`src/rtl/riscv_ctrl_pkg.sv`:
```
// Shared encodings for the multi-cycle RV32I-subset sequencer: states, opcode
// classes, ALUOp values, fault codes and the combinational strobe bundle.
package riscv_ctrl_pkg;

    typedef enum logic [2:0] {
        ST_FETCH     = 3'd0,
        ST_DECODE    = 3'd1,
        ST_EXECUTE   = 3'd2,
        ST_MEM       = 3'd3,
        ST_WRITEBACK = 3'd4,
        ST_TRAP      = 3'd5
    } state_e;

    typedef enum logic [2:0] {
        CLS_ILLEGAL = 3'd0,
        CLS_R       = 3'd1,
        CLS_I       = 3'd2,
        CLS_LOAD    = 3'd3,
        CLS_STORE   = 3'd4
    } class_e;

    localparam logic [6:0] OP_R     = 7'b0110011;
    localparam logic [6:0] OP_I     = 7'b0010011;
    localparam logic [6:0] OP_LOAD  = 7'b0000011;
    localparam logic [6:0] OP_STORE = 7'b0100011;

    localparam logic [1:0] ALU_OP_ADD = 2'b00;
    localparam logic [1:0] ALU_OP_R   = 2'b10;
    localparam logic [1:0] ALU_OP_I   = 2'b11;

    localparam logic [1:0] ERR_NONE     = 2'b00;
    localparam logic [1:0] ERR_ILLEGAL  = 2'b01;
    localparam logic [1:0] ERR_FETCH_TO = 2'b10;
    localparam logic [1:0] ERR_DATA_TO  = 2'b11;

    typedef struct packed {
        logic       imem_req;
        logic       dmem_read;
        logic       dmem_write;
        logic       ir_write;
        logic       pc_write;
        logic       reg_write;
        logic       alu_src;
        logic       mem2reg;
        logic [1:0] alu_op;
    } ctrl_t;

    function automatic class_e decode_class(input logic [6:0] op);
        case (op)
            OP_R:     return CLS_R;
            OP_I:     return CLS_I;
            OP_LOAD:  return CLS_LOAD;
            OP_STORE: return CLS_STORE;
            default:  return CLS_ILLEGAL;
        endcase
    endfunction

    // {alu_src, alu_op}: address generation (rs1 + imm) for everything but R/I.
    function automatic logic [2:0] alu_ctrl(input class_e cls);
        case (cls)
            CLS_R:   return {1'b0, ALU_OP_R};
            CLS_I:   return {1'b1, ALU_OP_I};
            default: return {1'b1, ALU_OP_ADD};
        endcase
    endfunction

endpackage

```
`src/rtl/multicycle_controller_if.sv`:
```
// Shared instruction/data memory request port of the multi-cycle sequencer.
interface multicycle_controller_if;

    // A request strobe (imem_req, dmem_read or dmem_write) acts as valid: once
    // raised it stays high and unchanged until the cycle mem_ready is seen high,
    // which completes the transfer. mem_ready with no request pending is ignored.
    logic imem_req;
    logic dmem_read;
    logic dmem_write;
    logic mem_ready;

    modport master (
        output imem_req,
        output dmem_read,
        output dmem_write,
        input  mem_ready
    );

    modport slave (
        input  imem_req,
        input  dmem_read,
        input  dmem_write,
        output mem_ready
    );

endinterface

```
`src/rtl/mem_wait_timer.sv`:
```
// Counts consecutive cycles a memory request waits without mem_ready and flags
// the last permitted waiting cycle. TIMEOUT_CYCLES == 0 never expires.
module mem_wait_timer #(
    parameter int unsigned TIMEOUT_CYCLES = 15
) (
    input  logic clk,
    input  logic rst_n,
    input  logic wait_i,
    output logic expired_o
);

    localparam int unsigned CW = (TIMEOUT_CYCLES > 2) ? $clog2(TIMEOUT_CYCLES) : 1;

    logic [CW-1:0] cnt_q, cnt_d;

    // Every request state is entered from a non-waiting cycle, so clearing on
    // any non-waiting cycle is the same as clearing on entry.
    always_comb begin
        cnt_d = '0;
        if (wait_i) begin
            cnt_d = cnt_q + CW'(1);
        end
    end

    always_ff @(posedge clk or negedge rst_n) begin
        if (!rst_n) begin
            cnt_q <= '0;
        end else begin
            cnt_q <= cnt_d;
        end
    end

    assign expired_o = (TIMEOUT_CYCLES != 0) && wait_i &&
                       (cnt_q == CW'(TIMEOUT_CYCLES - 1));

endmodule

```
`src/rtl/multicycle_controller.sv`:
```
// FETCH/DECODE/EXECUTE/MEM/WRITEBACK sequencer driving the datapath strobes,
// counting retired instructions and trapping on illegal opcodes or timeouts.
module multicycle_controller
    import riscv_ctrl_pkg::*;
#(
    parameter int unsigned TIMEOUT_CYCLES = 15,
    parameter int unsigned INSTRET_W      = 32
) (
    input  logic                   clk,
    input  logic                   reset,
    input  logic [6:0]             opcode,
    multicycle_controller_if.master mem,
    output logic                   ir_write,
    output logic                   pc_write,
    output logic                   reg_write,
    output logic                   alu_src,
    output logic                   mem2reg,
    output logic [1:0]             alu_op,
    output logic                   trap,
    output logic [1:0]             err_code,
    output logic [INSTRET_W-1:0]   instret,
    output logic [2:0]             state
);

    state_e                state_q, state_d;
    class_e                cls_q, cls_d;
    logic [1:0]            err_q, err_d;
    logic [INSTRET_W-1:0]  instret_q, instret_d;
    ctrl_t                 ctl, ctl_out;
    logic                  waiting;
    logic                  expired;
    logic                  retire;

    assign waiting = ((state_q == ST_FETCH) || (state_q == ST_MEM)) && !mem.mem_ready;

    mem_wait_timer #(
        .TIMEOUT_CYCLES(TIMEOUT_CYCLES)
    ) u_wait_timer (
        .clk       (clk),
        .rst_n     (reset),
        .wait_i    (waiting),
        .expired_o (expired)
    );

    always_comb begin
        state_d   = state_q;
        cls_d     = cls_q;
        err_d     = err_q;
        ctl       = '0;
        retire    = 1'b0;
        instret_d = instret_q;

        case (state_q)
            ST_FETCH: begin
                ctl.imem_req = 1'b1;
                if (mem.mem_ready) begin
                    ctl.ir_write = 1'b1;
                    ctl.pc_write = 1'b1;
                    state_d      = ST_DECODE;
                end else if (expired) begin
                    state_d = ST_TRAP;
                    err_d   = ERR_FETCH_TO;
                end
            end
            ST_DECODE: begin
                cls_d = decode_class(opcode);
                if (cls_d == CLS_ILLEGAL) begin
                    state_d = ST_TRAP;
                    err_d   = ERR_ILLEGAL;
                end else begin
                    state_d = ST_EXECUTE;
                end
            end
            ST_EXECUTE: begin
                {ctl.alu_src, ctl.alu_op} = alu_ctrl(cls_q);
                state_d = ((cls_q == CLS_R) || (cls_q == CLS_I)) ? ST_WRITEBACK : ST_MEM;
            end
            ST_MEM: begin
                ctl.alu_src    = 1'b1;
                ctl.alu_op     = ALU_OP_ADD;
                ctl.dmem_read  = (cls_q == CLS_LOAD);
                ctl.dmem_write = (cls_q == CLS_STORE);
                if (mem.mem_ready) begin
                    if (cls_q == CLS_LOAD) begin
                        state_d = ST_WRITEBACK;
                    end else begin
                        retire  = 1'b1;
                        state_d = ST_FETCH;
                    end
                end else if (expired) begin
                    state_d = ST_TRAP;
                    err_d   = ERR_DATA_TO;
                end
            end
            ST_WRITEBACK: begin
                {ctl.alu_src, ctl.alu_op} = alu_ctrl(cls_q);
                ctl.reg_write = 1'b1;
                ctl.mem2reg   = (cls_q == CLS_LOAD);
                retire        = 1'b1;
                state_d       = ST_FETCH;
            end
            ST_TRAP: begin
                state_d = ST_TRAP;
            end
            default: begin
                state_d = ST_FETCH;
            end
        endcase

        if (retire) begin
            instret_d = instret_q + INSTRET_W'(1);
        end
    end

    always_ff @(posedge clk or negedge reset) begin
        if (!reset) begin
            state_q   <= ST_FETCH;
            cls_q     <= CLS_ILLEGAL;
            err_q     <= ERR_NONE;
            instret_q <= '0;
        end else begin
            state_q   <= state_d;
            cls_q     <= cls_d;
            err_q     <= err_d;
            instret_q <= instret_d;
        end
    end

    // The strobes are Mealy outputs of a register that sits in FETCH during
    // reset, so they are masked directly by the reset level.
    assign ctl_out = reset ? ctl : '0;

    assign mem.imem_req   = ctl_out.imem_req;
    assign mem.dmem_read  = ctl_out.dmem_read;
    assign mem.dmem_write = ctl_out.dmem_write;
    assign ir_write       = ctl_out.ir_write;
    assign pc_write       = ctl_out.pc_write;
    assign reg_write      = ctl_out.reg_write;
    assign alu_src        = ctl_out.alu_src;
    assign mem2reg        = ctl_out.mem2reg;
    assign alu_op         = ctl_out.alu_op;

    assign trap     = (state_q == ST_TRAP);
    assign err_code = err_q;
    assign instret  = instret_q;
    assign state    = state_q;

endmodule

```
`src/flat_wrapper.sv`:
```
// flat-port wrapper written by rule: the top's interface ports become plain ports
module multicycle_controller_flat import riscv_ctrl_pkg::*;
#(
    parameter int unsigned TIMEOUT_CYCLES = 15,
    parameter int unsigned INSTRET_W      = 32
)
  (clk, reset, opcode, ir_write, pc_write, reg_write, alu_src, mem2reg, alu_op, trap, err_code, instret, state, mem_imem_req, mem_dmem_read, mem_dmem_write, mem_mem_ready);
  multicycle_controller_if mem_i ();
  input  logic clk;
  input  logic reset;
  input  logic [6:0] opcode;
  output logic ir_write;
  output logic pc_write;
  output logic reg_write;
  output logic alu_src;
  output logic mem2reg;
  output logic [1:0] alu_op;
  output logic trap;
  output logic [1:0] err_code;
  output logic [INSTRET_W-1:0] instret;
  output logic [2:0] state;
  output wire logic [$bits(mem_i.imem_req)-1:0] mem_imem_req;
  output wire logic [$bits(mem_i.dmem_read)-1:0] mem_dmem_read;
  output wire logic [$bits(mem_i.dmem_write)-1:0] mem_dmem_write;
  input wire logic [$bits(mem_i.mem_ready)-1:0] mem_mem_ready;
  assign mem_imem_req = mem_i.imem_req;
  assign mem_dmem_read = mem_i.dmem_read;
  assign mem_dmem_write = mem_i.dmem_write;
  assign mem_i.mem_ready = mem_mem_ready;
  multicycle_controller #(.TIMEOUT_CYCLES(TIMEOUT_CYCLES), .INSTRET_W(INSTRET_W)) u_core (.clk(clk), .reset(reset), .opcode(opcode), .mem(mem_i), .ir_write(ir_write), .pc_write(pc_write), .reg_write(reg_write), .alu_src(alu_src), .mem2reg(mem2reg), .alu_op(alu_op), .trap(trap), .err_code(err_code), .instret(instret), .state(state));
endmodule
```
`config.mk`:
```
export PLATFORM = sky130hd
export DESIGN_NAME = multicycle_controller_flat
export DESIGN_NICKNAME = d
export VERILOG_FILES = /design/src/rtl/riscv_ctrl_pkg.sv /design/src/rtl/multicycle_controller_if.sv /design/src/rtl/mem_wait_timer.sv /design/src/rtl/multicycle_controller.sv /design/src/flat_wrapper.sv
export SDC_FILE = /design/constraint.sdc
export NUM_CORES = 1
export LEC_CHECK = 0
export ABC_AREA = 1
export BUFFER_PORTS_ARGS = -buffer_cell sky130_fd_sc_hd__buf_4
export CORE_MARGIN = 4
export CORE_UTILIZATION = 30
export CTS_CLUSTER_DIAMETER = 200
export DETAILED_ROUTE_END_ITERATION = 12
export GPL_ROUTABILITY_DRIVEN = 0
export GPL_TIMING_DRIVEN = 0
export PLACE_DENSITY_LB_ADDON = 0.3
export SYNTH_ARGS = -nofsm -noshare
export SYNTH_HDL_FRONTEND = slang
export SYNTH_SLANG_ARGS = --single-unit
```
`constraint.sdc`:
```
create_clock -name clk -period 1.9 [get_ports clk]
set_input_delay 0.19 -clock clk [delete_from_list [all_inputs] [get_ports clk]]
set_output_delay 0.19 -clock clk [all_outputs]
set_load 0.02 [all_outputs]
```
* After elaboration in Yosys (flattened, before gate mapping)
Index checks and enable logic that the tools add are counted.
Storage, ports and cells: register bits after elaboration 44, bits of input ports 10, output and inout port bits 48, word-level logic and storage cells 65
Cells by class: add/subtract/negate cells 2, equal/unequal tests 19, multiplexer cells 29, reduce and logical (&&, ||, !) cells 10
Operators with widths (number):
- adder 32 x 1 -> 32 bit (second input constant) | 1
- two-way mux 3 bit | 7
- two-way mux 2 bit | 9
- one-hot mux 3 bit (5 select lines) | 1
- equality test 7 x 6 -> 1 bit (second input constant) | 2
- equality test 3 x 2 -> 1 bit (second input constant) | 4
- one-hot mux 3 bit (4 select lines) | 1
- two-way mux 10 bit | 1
- equality test 3 bit (second input constant) | 3
- equality test 7 x 2 -> 1 bit (second input constant) | 1
- equality test 7 x 5 -> 1 bit (second input constant) | 1
- equality test 3 x 1 -> 1 bit (second input constant) | 2
- logical NOT 3 bit | 2
- != test 2 x 1 -> 1 bit (second input constant) | 3
- one-hot mux 2 bit (3 select lines) | 1
- one-hot mux 3 bit (2 select lines) | 1
- AND reduction 6 bit | 1
- two-way mux 1 bit | 5
- adder 4 x 1 -> 4 bit (second input constant) | 1
- equality test 4 bit (second input constant) | 1
- two-way mux 4 bit | 1
- != test 2 bit (second input constant) | 2
- one-hot mux 1 bit (2 select lines) | 2
- nonzero test 3 bit | 1
- other kinds (4) | 6

* Depth between registers and ports, before layout
Gate-level depths: netlist of run 1.
depth after elaboration 7, gate-level depth with buffers 10, gate-level depth less buffers 10

* Modules after synthesis
From an unflattened synthesis of run 1, not the netlist that was laid out.
Second synthesis, totals: cell total of the unflattened synthesis 405, area, all modules 2717.6 µm²
Modules (own cells, without submodules):
- multicycle_controller | times used 1, cells each 385, area each 2534.9 µm², sequential area each 1001.0 µm²
- mem_wait_timer | times used 1, cells each 20, area each 182.7 µm², sequential area each 100.1 µm²

* Worst setup path before layout of run 1
No wires, ideal clock.
path kind register to output, start point reg u_core.state_q[1], in the netlist u_core.state[1], end point out alu_src, arrival 1.796 ns, required time 1.710 ns, slack -0.086 ns, stages on the path, launching flop included 6, path buffers 0, path through dfrtp_1 nor2_1 nand2_1 nor2_1 a21oi_1 o21ai_0
On the way: longest elaborated chain between the ends 4
RTL lines:
- from (decl) | RTL line multicycle_controller.sv:25 | state_e state_q, state_d;
- from (signal assigned) | RTL line multicycle_controller.sv:122 | state_q <= state_d;
- equality test 3 x 2 -> 1 bit or equality test 3 bit (tied branches) | RTL line multicycle_controller.sv:53 | case (state_q)
- OR reduction 2 bit (no line)
- one-hot mux 1 bit (2 select lines) * | RTL line multicycle_controller.sv:53
- two-way mux 10 bit * | RTL line multicycle_controller.sv:131 | assign ctl_out = reset ? ctl : '0;
- to (decl) | RTL line flat_wrapper.sv:15 | output logic alu_src;
Every way passes the cells marked *; elsewhere a longest branch is shown, timed or not.

* Worst setup path after layout of run 1
start point reg u_core.state_q[2], in the netlist u_core.state[2], end point out mem_dmem_write
On the way: longest elaborated chain between the ends 3
RTL lines:
- equality test 3 x 2 -> 1 bit | RTL line multicycle_controller.sv:53
- two-way mux 2 bit | RTL line multicycle_controller.sv:53
- two-way mux 10 bit | RTL line multicycle_controller.sv:131
- to (decl) | RTL line flat_wrapper.sv:24 | output wire logic [$bits(mem_i.dmem_write)-1:0] mem_dmem_write;
Every way passes these cells.

==> impl_results.md, run 1 <==
- CTS tree: done
- VDD IR max: roughly 260 uV
- DR vias: 2609
- First-pass GRT wire length: 12200 um
- Vias/cell: 4.56
- Violated checks: hold timing
- CTS Root Cell: clkbuf_8
- Worst skew pair latency: 0.30 ns
- Final Cell Area: 0.00344 mm2
- Switching Share: 0.216
- Die area: 0.0108 mm2
- Die height: 104 um
- Clock tree buffer depth: 2
- WL/cell: 12.1 um
- Mapped Avg Cell Area: 6.93 um2
- #FFs+latches synth: 44
- Flop pwr share: 0.589
- Largest net degree at the start of global routing: 48
- Area Overhead vs Synth: 24.5%
- Hold WC Path Type: input pin to async pin
- Total power: ~1.6 mW
- Antenna diode count: 0
- Kind of critical path: flip-flop to output port
- # IOs: 58
- DRT iter0 DRCs: between 90 and 100
- Crit end category: output port
- Fraction of registers with async set/reset: 1.00
- Placed cell area: 0.00333 mm2
- Synthesized area: 0.00277 mm2
- P_int: about 1.2 mW
- Status: finished, violations left
- Row count: 34
- Setup violators final: 0
- Period utilization: 0.925
- Leak: 1.62 nW
- Slew HR: 0.599
- EDFF count, synth: 0
- Fill count: 916
- FF-to-FF path depth: 8
- H-Tree Depth: 2
- CP Data Required Time: about 1.7 ns
- Residual DRC count: 0
- Post-CTS Setup Inserts: 0
- Hold slack: -0.0989 ns
- Top_reg_cell synth: dfrtp_1
- Max-cap violations: 0
- Net Switching: 0.343 mW
- Crit-path max FO: 6
- Final Hold Vio Count: 44
- Inserted Clock Buffers: 5
- Setup crit end: mem_dmem_write
- Initial antenna violation count: 0
- Min Tclk post-route: 1.76 ns
- FMAX: 569 MHz
- Startpoint types: flip-flop
- Final #Nets: between 400 and 500
- CP Launch Point: u_core.state[2]$_DFF_PN0_
- Drt total wl: 6930 um
- Post-DRT Antenna Nets: 0
- Post-DP HPWL: 5430 um
- Final worst clock skew: 0.00965 ns
- Clock sinks: 44
- Fin. max-slew vios: 0
- Library cells used by synthesis: 29
- Crit Reg-Reg Endpoint: u_core.instret[22]$_DFFE_PN0P_
- Post-synthesis sequential area ratio: 0.398
- Combinational power share: 0.029
- Worst-margin pin slew: 0.601 ns
- Vias in the first global route: 2596
- GR Util met2: 0.223
- Mapped Cells: 399
- R2R Path Start: u_core.instret[0]$_DFFE_PN0P_
- Die width: 104 um
- GR Util met3: 0.0273
- Clk pwr share: 0.382
- Layout cells sized above 1: 0.207
- TritonRoute pass-1 iters: 4
- Mapped Nets: 412
- Worst reg2reg setup slack: about 0.18 ns
- Final core occ: 0.389
- PD cells: 461 mW/mm2
- Initial core utilization: 0.313
- CP Data Arrival Time: 1.57 ns
- Synth warnings: 0
- GRT Residual Overflow: 0
- Met1 Resource Use GR: 0.179
- Core area: between 0.008 and 0.009 mm2
- Global route hottest layer: met2
- Clock transition at the registers of the reported paths: 0.08 ns
- PortBufs: 57
- Total track usage: 0.135
[metrics by stage]
stage / hold WS [ns] / setup slack [ns] / setup TNS (ns) / cells
after floorplan: -0.106 / 0.0479 / 0 / 399
after global placement: 0.243 / 0.197 / 0 / 564
after detailed placement: 0.246 / 0.183 / 0 / 564
after CTS: -0.0852 / 0.0408 / 0 / 572
after global routing: -0.0637 / -0.00883 / -0.00883 / 572
final: -0.0989 / 0.143 / 0 / 572
[area by class of cell]
cell class                      count  area [um2]  share of cell area
Clock inverter                      1        7.51             0.00218
Clock buffer                        7        86.3              0.0251
Inverter                           46         173              0.0502
Tap cell                          108         135              0.0393
Multi-Input combinational cell    305        1460               0.425
Sequential cell                    44        1100               0.320
Buffer                              4        46.3              0.0134
Timing Repair Buffer               57         428               0.124
[state kept, by name, summed over array words and instances (netlist names)]
register / flops
u_core.instret: 32
u_core.u_wait_timer.cnt_q: 4
u_core.cls_q: 3
u_core.state: 3
u_core.err_code: 2
[timing repair]
action | CTS | global route
cloned | 0 | 0
resized for setup | 1 | 5
pin swaps | 0 | 0
hold endpoints to repair | 44 | 44
setup endpoints to repair | 2 | 5
[cell families (layout without fill, tap and decap cells)]
kind of cell               Yosys count  count (layout)  synth area share
and+or+nand+nor                    265             265             0.419
buffers and inverters               50             115            0.0792
DFF                                 44              44             0.398
AOI/OAI and AO/OA                   21              21            0.0398
xor gates and xnor gates            16              16            0.0507
adders and majority gates            3               3            0.0136
[how the worst min path moves through the flow]
stage / startpoint / endpoint / slack [ns]
floorplan: reset / u_core.cls_q[0]$_DFFE_PN0P_ / -0.11
global placement: reset / u_core.err_code[0]$_DFFE_PN0P_ / 0.24
detailed placement: reset / u_core.u_wait_timer.cnt_q[1]$_DFF_PN0_ / 0.25
CTS: reset / u_core.u_wait_timer.cnt_q[1]$_DFF_PN0_ / -0.09
global route: reset / u_core.err_code[0]$_DFFE_PN0P_ / -0.06
finish: reset / u_core.u_wait_timer.cnt_q[1]$_DFF_PN0_ / -0.1
[synthesized netlist by cell type (2+ instances only)]
cell | number | area, um2
nand2_1 | 145 | 544
nor2_1 | 61 | 229
dfrtp_1 | 44 | 1100
inv_1 | 43 | 161
nand3_1 | 24 | 120
o21ai_0 | 11 | 55.1
xnor2_1 | 11 | 96.3
nand4_1 | 8 | 50.1
nor2_2 | 7 | 43.8
xor2_1 | 5 | 43.8
a21oi_1 | 4 | 20.0
nand2_2 | 4 | 25.0
nand2_4 | 4 | 45.0
o21ai_1 | 4 | 20.0
ha_1 | 3 | 37.5
nand3_2 | 3 | 30.0
nor3_1 | 3 | 15.0
buf_4 | 2 | 15.0
inv_2 | 2 | 7.51
nand3b_1 | 2 | 15.0
[routing by layer]
layer,share of wire,wire length (um)
met4,0.013,90
met3,0.033,229
met1,0.49,3400
met2,0.46,3210
met5,0,0
[critical path: stages, from the launching register on]
cell	delay (ns)
dfrtp_1	0.46
inv_2	0.14
nand3_2	0.11
inv_2	0.10
nand2_1	0.10
nor4_2	0.18
buf_4	0.18
[power by group through the flow]
stage	Combinational, mW	Clock, mW	Sequential (mW)
after floorplan	0.00856	0	0.954
after global placement	0.0468	0	0.954
after detailed placement	0.0471	0	0.954
after CTS	0.0472	0.640	0.935
after global routing	0.0538	0.697	0.936
final	0.0455	0.607	0.935
[cells in the final DEF, fill, tap and decap left out, drive strengths merged, types with 2 or more instances in the layout]
cell,count
nand2,153
nor2,69
buf,61
inv,45
dfrtp,44
nand3,27
o21ai,15
xnor2,11
nand4,8
clkbuf,7
xor2,5
a21oi,4
nor3,4
ha,3
nand3b,2
Power figures use the tool's default switching activity.
==> run 2, diff against run 1 <==
Settings changed: RECOVER_POWER from default to 100, SLEW_MARGIN from default to 15.
==> run 2 against run 1 <==
Compared with the run above:
- the flow still finishes with violations (hold timing)
- wire length grew 0.20%
- sequential power about the same
- first-iteration DRC count rose by 12%
==> impl_results.md, run 2 (synthesis gave the netlist of run 1 again) <==
- CP bufs+invs: 0
- PortBufs: 57
- Worst path max stage delay: 0.44 ns
- Most frequent cells in the layout: nand2_1, nor2_1, inv_1, dfrtp_1, clkbuf_1
- Post-Route Setup TNS: 0 ns
- Post-route non-filler standard cell count: between 500 and 600
- PD cells: 487 mW/mm2
- Worst-margin pin slew: 0.596 ns
- CTS tree: done
- WL/cell: roughly 12 um
- Final #Nets: 476
- RSZ-0062 raised after global routing: false
- Clock sinks: between 40 and 50
- Inserted Clock Buffers: 5
- Net Switching: 0.342 mW
- Die width: approximately 100 um
- Worst path slowest cell: dfrtp_1
- DRT iter0 DRCs: 104
- Clock tree buffer depth: 2
- GRT Residual Overflow: 0
- Vias in the first global route: about 2600
- # IOs: 58
- Largest net degree at the start of global routing: 48
- Vias/cell: about 4.5
- Worst path top cell family by delay: simple AND/OR/NAND/NOR gates
- Kind of critical path: flip-flop to flip-flop
- Combinational power share: 0.028
- Violated checks: hold timing
- Clk pwr share: 0.382
- Period utilization: 0.928
- Layout cells sized above 1: 0.110
- Fin. max-slew vios: 0
- First-pass GRT wire length: 12200 um
- Post-DP HPWL: between 5000 and 6000 um
- Setup violators final: 0
- VDD IR max: 257 uV
- Min Tclk post-route: 1.76 ns
- Drt total wl: 6940 um
- Hold slack: -0.102 ns
- Worst path cell trace: ha_1, nand3_2, nor2_4, nand2_2, nor2_1, nand2_1, o21ai_0, nand2_1
- CP Data Required Time: 2.08 ns
- Routed wl met2: 3180 um
- Max FFs per register: 32
- FMAX: 567 MHz
- Max-cap violations: 0
- Initial antenna violation count: 0
- Antenna diode count: 0
- Most frequent CP cell: nand2_1
- Initial core utilization: 0.313
- Switching Share: 0.215
- Total track usage: 0.135
- P_int: 1.25 mW
- Residual DRC count: 0
- Leak: 1.43 nW
- Crit end category: flip-flop
- Row count: 34
- Status: finished, violations left
- Final Hold Vio Count: 44
- Post-CTS Setup Inserts: 0
- Flop pwr share: 0.589
- TritonRoute pass-1 iters: 4
- Startpoint types: flip-flop
- Commonest non-fill, non-tap cell in the layout: nand2_1
- Clock transition at the registers of the reported paths: 0.08 ns
- Placed cell area: 0.00333 mm2
- Met1 wire length: 3470 um
- H-Tree Depth: 2
- Core area: 0.00885 mm2
- Hold WC Path Type: input pin to async pin
- DR vias: between 2000 and 3000
- Met3 Wirelength: 203 um
- Die area: approximately 0.011 mm2
- Die height: about 100 um
- Post-DRT Antenna Nets: 0
- Crit-path max FO: 5
- Final Cell Area: approximately 0.0033 mm2
- Slew HR: 0.603
- CP Data Arrival Time: 1.95 ns
- Worst skew pair latency: 0.30 ns
- CTS Root Cell: clkbuf_8
- Area Overhead vs Synth: 18.0%
- Final worst clock skew: around 0.0094 ns
- Placed insts: between 500 and 600
- DR top layer: met4
[run 2: cell count changes in the layout (fill, tap and decap cells not counted), moves of 2 or more]
| cell | before | now |
|---|---|---|
| buf_4 | 59 | 15 |
| clkbuf_1 | 1 | 41 |
| clkbuf_2 | 0 | 3 |
| nand2_1 | 144 | 146 |
| nor2_1 | 59 | 61 |
| nor2_2 | 8 | 6 |
| o21ai_0 | 10 | 12 |
| o21ai_1 | 5 | 3 |
[run 2: path summary, 6_finish.rpt]
check | start | to | slack (ns) | cells after the start
min in group clk | opcode[6] | u_core.cls_q[2]$_DFFE_PN0P_ | 0.18 | 4
hold reg to reg | u_core.err_code[1]$_DFFE_PN0P_ | u_core.err_code[1]$_DFFE_PN0P_ | 0.48 | 2
max in group asynchronous | reset | u_core.state[1]$_DFF_PN0_ | 1.57 | 1
setup / recovery | u_core.instret[0]$_DFFE_PN0P_ | u_core.instret[22]$_DFFE_PN0P_ | 0.14 | 8
hold / removal | reset | u_core.u_wait_timer.cnt_q[1]$_DFF_PN0_ | -0.10 | 1
setup reg to reg | u_core.instret[0]$_DFFE_PN0P_ | u_core.instret[22]$_DFFE_PN0P_ | 0.14 | 8
[run 2: what timing repair did]
action                                 4_1_cts  5_1_grt
setup endpoints to repair                    2        5
gates resized for setup                      1        5
endpoints found under the hold margin       44       44
[run 2: area by class of cell]
cell class              count  area [um2]
flip-flops and latches     44        1100
well taps                 108         135
inverters                  46         173
repair buffers             57         270
fillers                   956        5590
multi-input cells         305        1440
plain buffers               4        43.8
clock buffers               7        86.3
clock inverters             1        7.51
[run 2: power by group through the flow]
stage	combinational [mW]	clock, mW	sequential [mW]
6_report	0.0452	0.607	0.935
2_1_floorplan	0.00856	0	0.954
3_3_place_gp	0.0468	0	0.954
3_5_place_dp	0.0471	0	0.954
4_1_cts	0.0472	0.640	0.935
5_1_grt	0.0536	0.697	0.936
[run 2: worst reg2reg max path, stage by stage, from the launching register on]
cell and delay (ns):
dfrtp_1 0.44, ha_1 0.23, nand3_2 0.15, nor2_4 0.16
nand2_2 0.10, nor2_1 0.17, nand2_1 0.16, o21ai_0 0.18
nand2_1 0.07
[run 2: routing by layer]
layer	global-route usage	vias to the layer above
met5	0	-
met3	0.0273	5
met4	0.0399	0
met1	0.179	1192
li1	-	1364
met2	0.223	33
[run 2: metrics by stage]
stage	hold WS, ns	total power, mW	setup slack, ns	utilization
after floorplan	-0.106	0.963	0.0479	-
after global placement	0.243	1.00	0.197	0.376
after detailed placement	0.246	1.00	0.183	0.376
after CTS	-0.0852	1.62	0.0408	0.387
after global routing	-0.0637	1.69	0.00362	0.369
final	-0.102	1.59	0.137	0.369
==> run 3, diff against run 2 <==
Settings changed: CORE_UTILIZATION 30 to 55.
==> run 3 against run 2 <==
Compared with the run above:
- the flow still finishes with violations (hold timing)
- wire length decreased by 5.2%
- combinational power fell by 1%
- clock-buffer cell count unchanged
- final area up 1.4%
- flip-flop and latch count did not move
- via count increased by 5.7%
- critical endpoint is now mem_dmem_write
- largest cell class unchanged
- largest power group unchanged
- highest routed layer unchanged
==> impl_results.md, run 3 (synthesis gave the netlist of run 1 again) <==
- CP bufs+invs: 3
- Slew HR: 0.627
- VDD IR max: 349 uV
- Post-DRT Antenna Nets: 0
- Antenna diode count: 0
- Worst path cell trace: inv_2, nand3_2, inv_2, nand2_1, nor4_1, buf_4
- Final Cell Area: 0.00331 mm2
- CP Launch Point: u_core.state[2]$_DFF_PN0_
- Inserted Clock Buffers: 5
- Worst-margin pin slew: between 0.5 and 0.6 ns
- Most frequent cells in the layout: nand2_1, nor2_1, inv_1, dfrtp_1, buf_4
- Clock sinks: 44
- Residual DRC count: 0
- TritonRoute pass-1 iters: 5
- DRT iter0 DRCs: about 220
- Stages on worst setup path: 6
- Setup violators final: 0
- Layout cells sized above 1: 0.149
- Fin. max-slew vios: 0
- PortBufs: 57
- Final Hold Vio Count: 44
- Core area: 0.00479 mm2
- Most frequent CP cell: inv_2
- Vias in the first global route: 2507
- Initial core utilization: 0.578
- Kind of critical path: flip-flop to output port
- Initial antenna violation count: 0
- DR vias: 2742
- First-pass GRT wire length: 11200 um
- Die area: 0.00623 mm2
- Worst path slowest cell: dfrtp_1
- H-Tree Depth: 2
- WL/cell: 12.4 um
- Clock transition at the registers of the reported paths: around 0.08 ns
- Max-cap violations: 0
- RSZ-0062 raised after global routing: true
- Worst path max stage delay: 0.46 ns
- Die width: 78.9 um
- Violated checks: hold timing
- Vias/cell: roughly 5.2
- CTS Root Cell: clkbuf_8
- CP Data Required Time: 1.71 ns
- Area Overhead vs Synth: 19.6%
- Commonest non-fill, non-tap cell in the layout: nand2_1
- FF-to-FF path depth: 8
- Placed cell area: 0.00328 mm2
- Crit end category: output port
- Total track usage: 0.225
- # IOs: 58
- Clock tree buffer depth: 2
- Crit-path max FO: 6
- Hold WC Path Type: input pin to async pin
- Crit Reg-Reg Endpoint: u_core.instret[22]$_DFFE_PN0P_
- Final #Nets: about 480
- Status: finished, violations left
- Final worst clock skew: 0.00380 ns
- FMAX: 559 MHz
- R2R Path Start: u_core.instret[0]$_DFFE_PN0P_
- Max FFs per register: 32
- Setup crit end: mem_dmem_write
- GRT Residual Overflow: 0
- CP Data Arrival Time: 1.60 ns
- CTS tree: done
- Min Tclk post-route: 1.79 ns
- Hold slack: -0.125 ns
- Worst skew pair latency: 0.30 ns
- Worst path top cell family by delay: flip-flops
- Post-DP HPWL: around 5100 um
- Row count: 25
- Startpoint types: flip-flop
- Post-Route Setup TNS: 0 ns
- Drt total wl: 6580 um
- PD cells: ~530 mW/mm2
- Leak: 1.52 nW
- Worst reg2reg setup slack: 0.21 ns
- Period utilization: 0.942
- Largest net degree at the start of global routing: 48
- Die height: 78.9 um
run 3: cell types whose count changed in the layout (fill, tap and decap cells not counted), sizes merged:
| cell | previous run | this run |
|---|---|---|
| clkinvlp | 1 | 0 |
| bufinv | 0 | 1 |
| clkbuf | 50 | 35 |
| buf | 18 | 33 |
run 3: worst min path at each step:
stage,slack (ns),to,start,cells after the start
6_report,-0.12,u_core.cls_q[2]$_DFFE_PN0P_,reset,1
5_1_grt,-0.06,u_core.state[1]$_DFF_PN0_,reset,1
4_1_cts,-0.10,u_core.cls_q[2]$_DFFE_PN0P_,reset,1
3_5_place_dp,0.23,u_core.cls_q[2]$_DFFE_PN0P_,reset,1
3_3_place_gp,0.23,u_core.cls_q[2]$_DFFE_PN0P_,reset,1
2_1_floorplan,-0.11,u_core.cls_q[0]$_DFFE_PN0P_,reset,0
run 3: power by group:
| part | total (mW) | switching [mW] | internal (mW) |
|---|---|---|---|
| clock | 0.778 | 0.314 | 0.464 |
| sequential | 0.935 | 0 | 0.935 |
| combinational | 0.0447 | 0.0300 | 0.0147 |
| total | 1.76 | 0.344 | 1.41 |
run 3: final cells by class:
type | instances | area, um2
well taps | 67 | 83.8
flip-flops and latches | 44 | 1100
fillers | 429 | 1480
clock buffers | 7 | 96.3
clock inverters | 1 | 30.0
repair buffers | 57 | 323
inverters | 46 | 173
plain buffers | 4 | 46.3
multi-input cells | 305 | 1450
run 3: through the flow:
stage	std cells	hold WS [ns]	power [mW]	utilization	setup WS [ns]
6_report	531	-0.125	1.76	0.691	0.111
4_1_cts	531	-0.101	1.78	0.711	0.00476
2_1_floorplan	399	-0.106	0.963	-	0.0479
3_5_place_dp	523	0.226	1.00	0.685	0.192
3_3_place_gp	523	0.225	0.999	0.685	0.225
5_1_grt	531	-0.0646	1.82	0.691	-0.00413
run 3: worst register-to-register path, delay by kind of cell (launching register included):
family | cells | cell delay (ns)
and+or+nand+nor | 6 | 0.75
adders and majority gates | 1 | 0.22
DFF | 1 | 0.42
AOI/OAI and AO/OA | 1 | 0.20
run 3: repair_timing:
item / in CTS / in global routing
endpoints found under the setup margin: 0 / 4
hold endpoints to repair: 44 / 44
setup buffers: 0 / 0
resized for setup: 0 / 5
run 3: per-layer routing:
layer	share of wire	GRT usage	vias to the layer above	wire, um
li1	-	-	1375	-
met1	0.44	0.299	1239	2880
met2	0.47	0.367	114	3080
met3	0.072	0.0420	14	476
met4	0.022	0.0842	0	142
met5	0	0	-	0
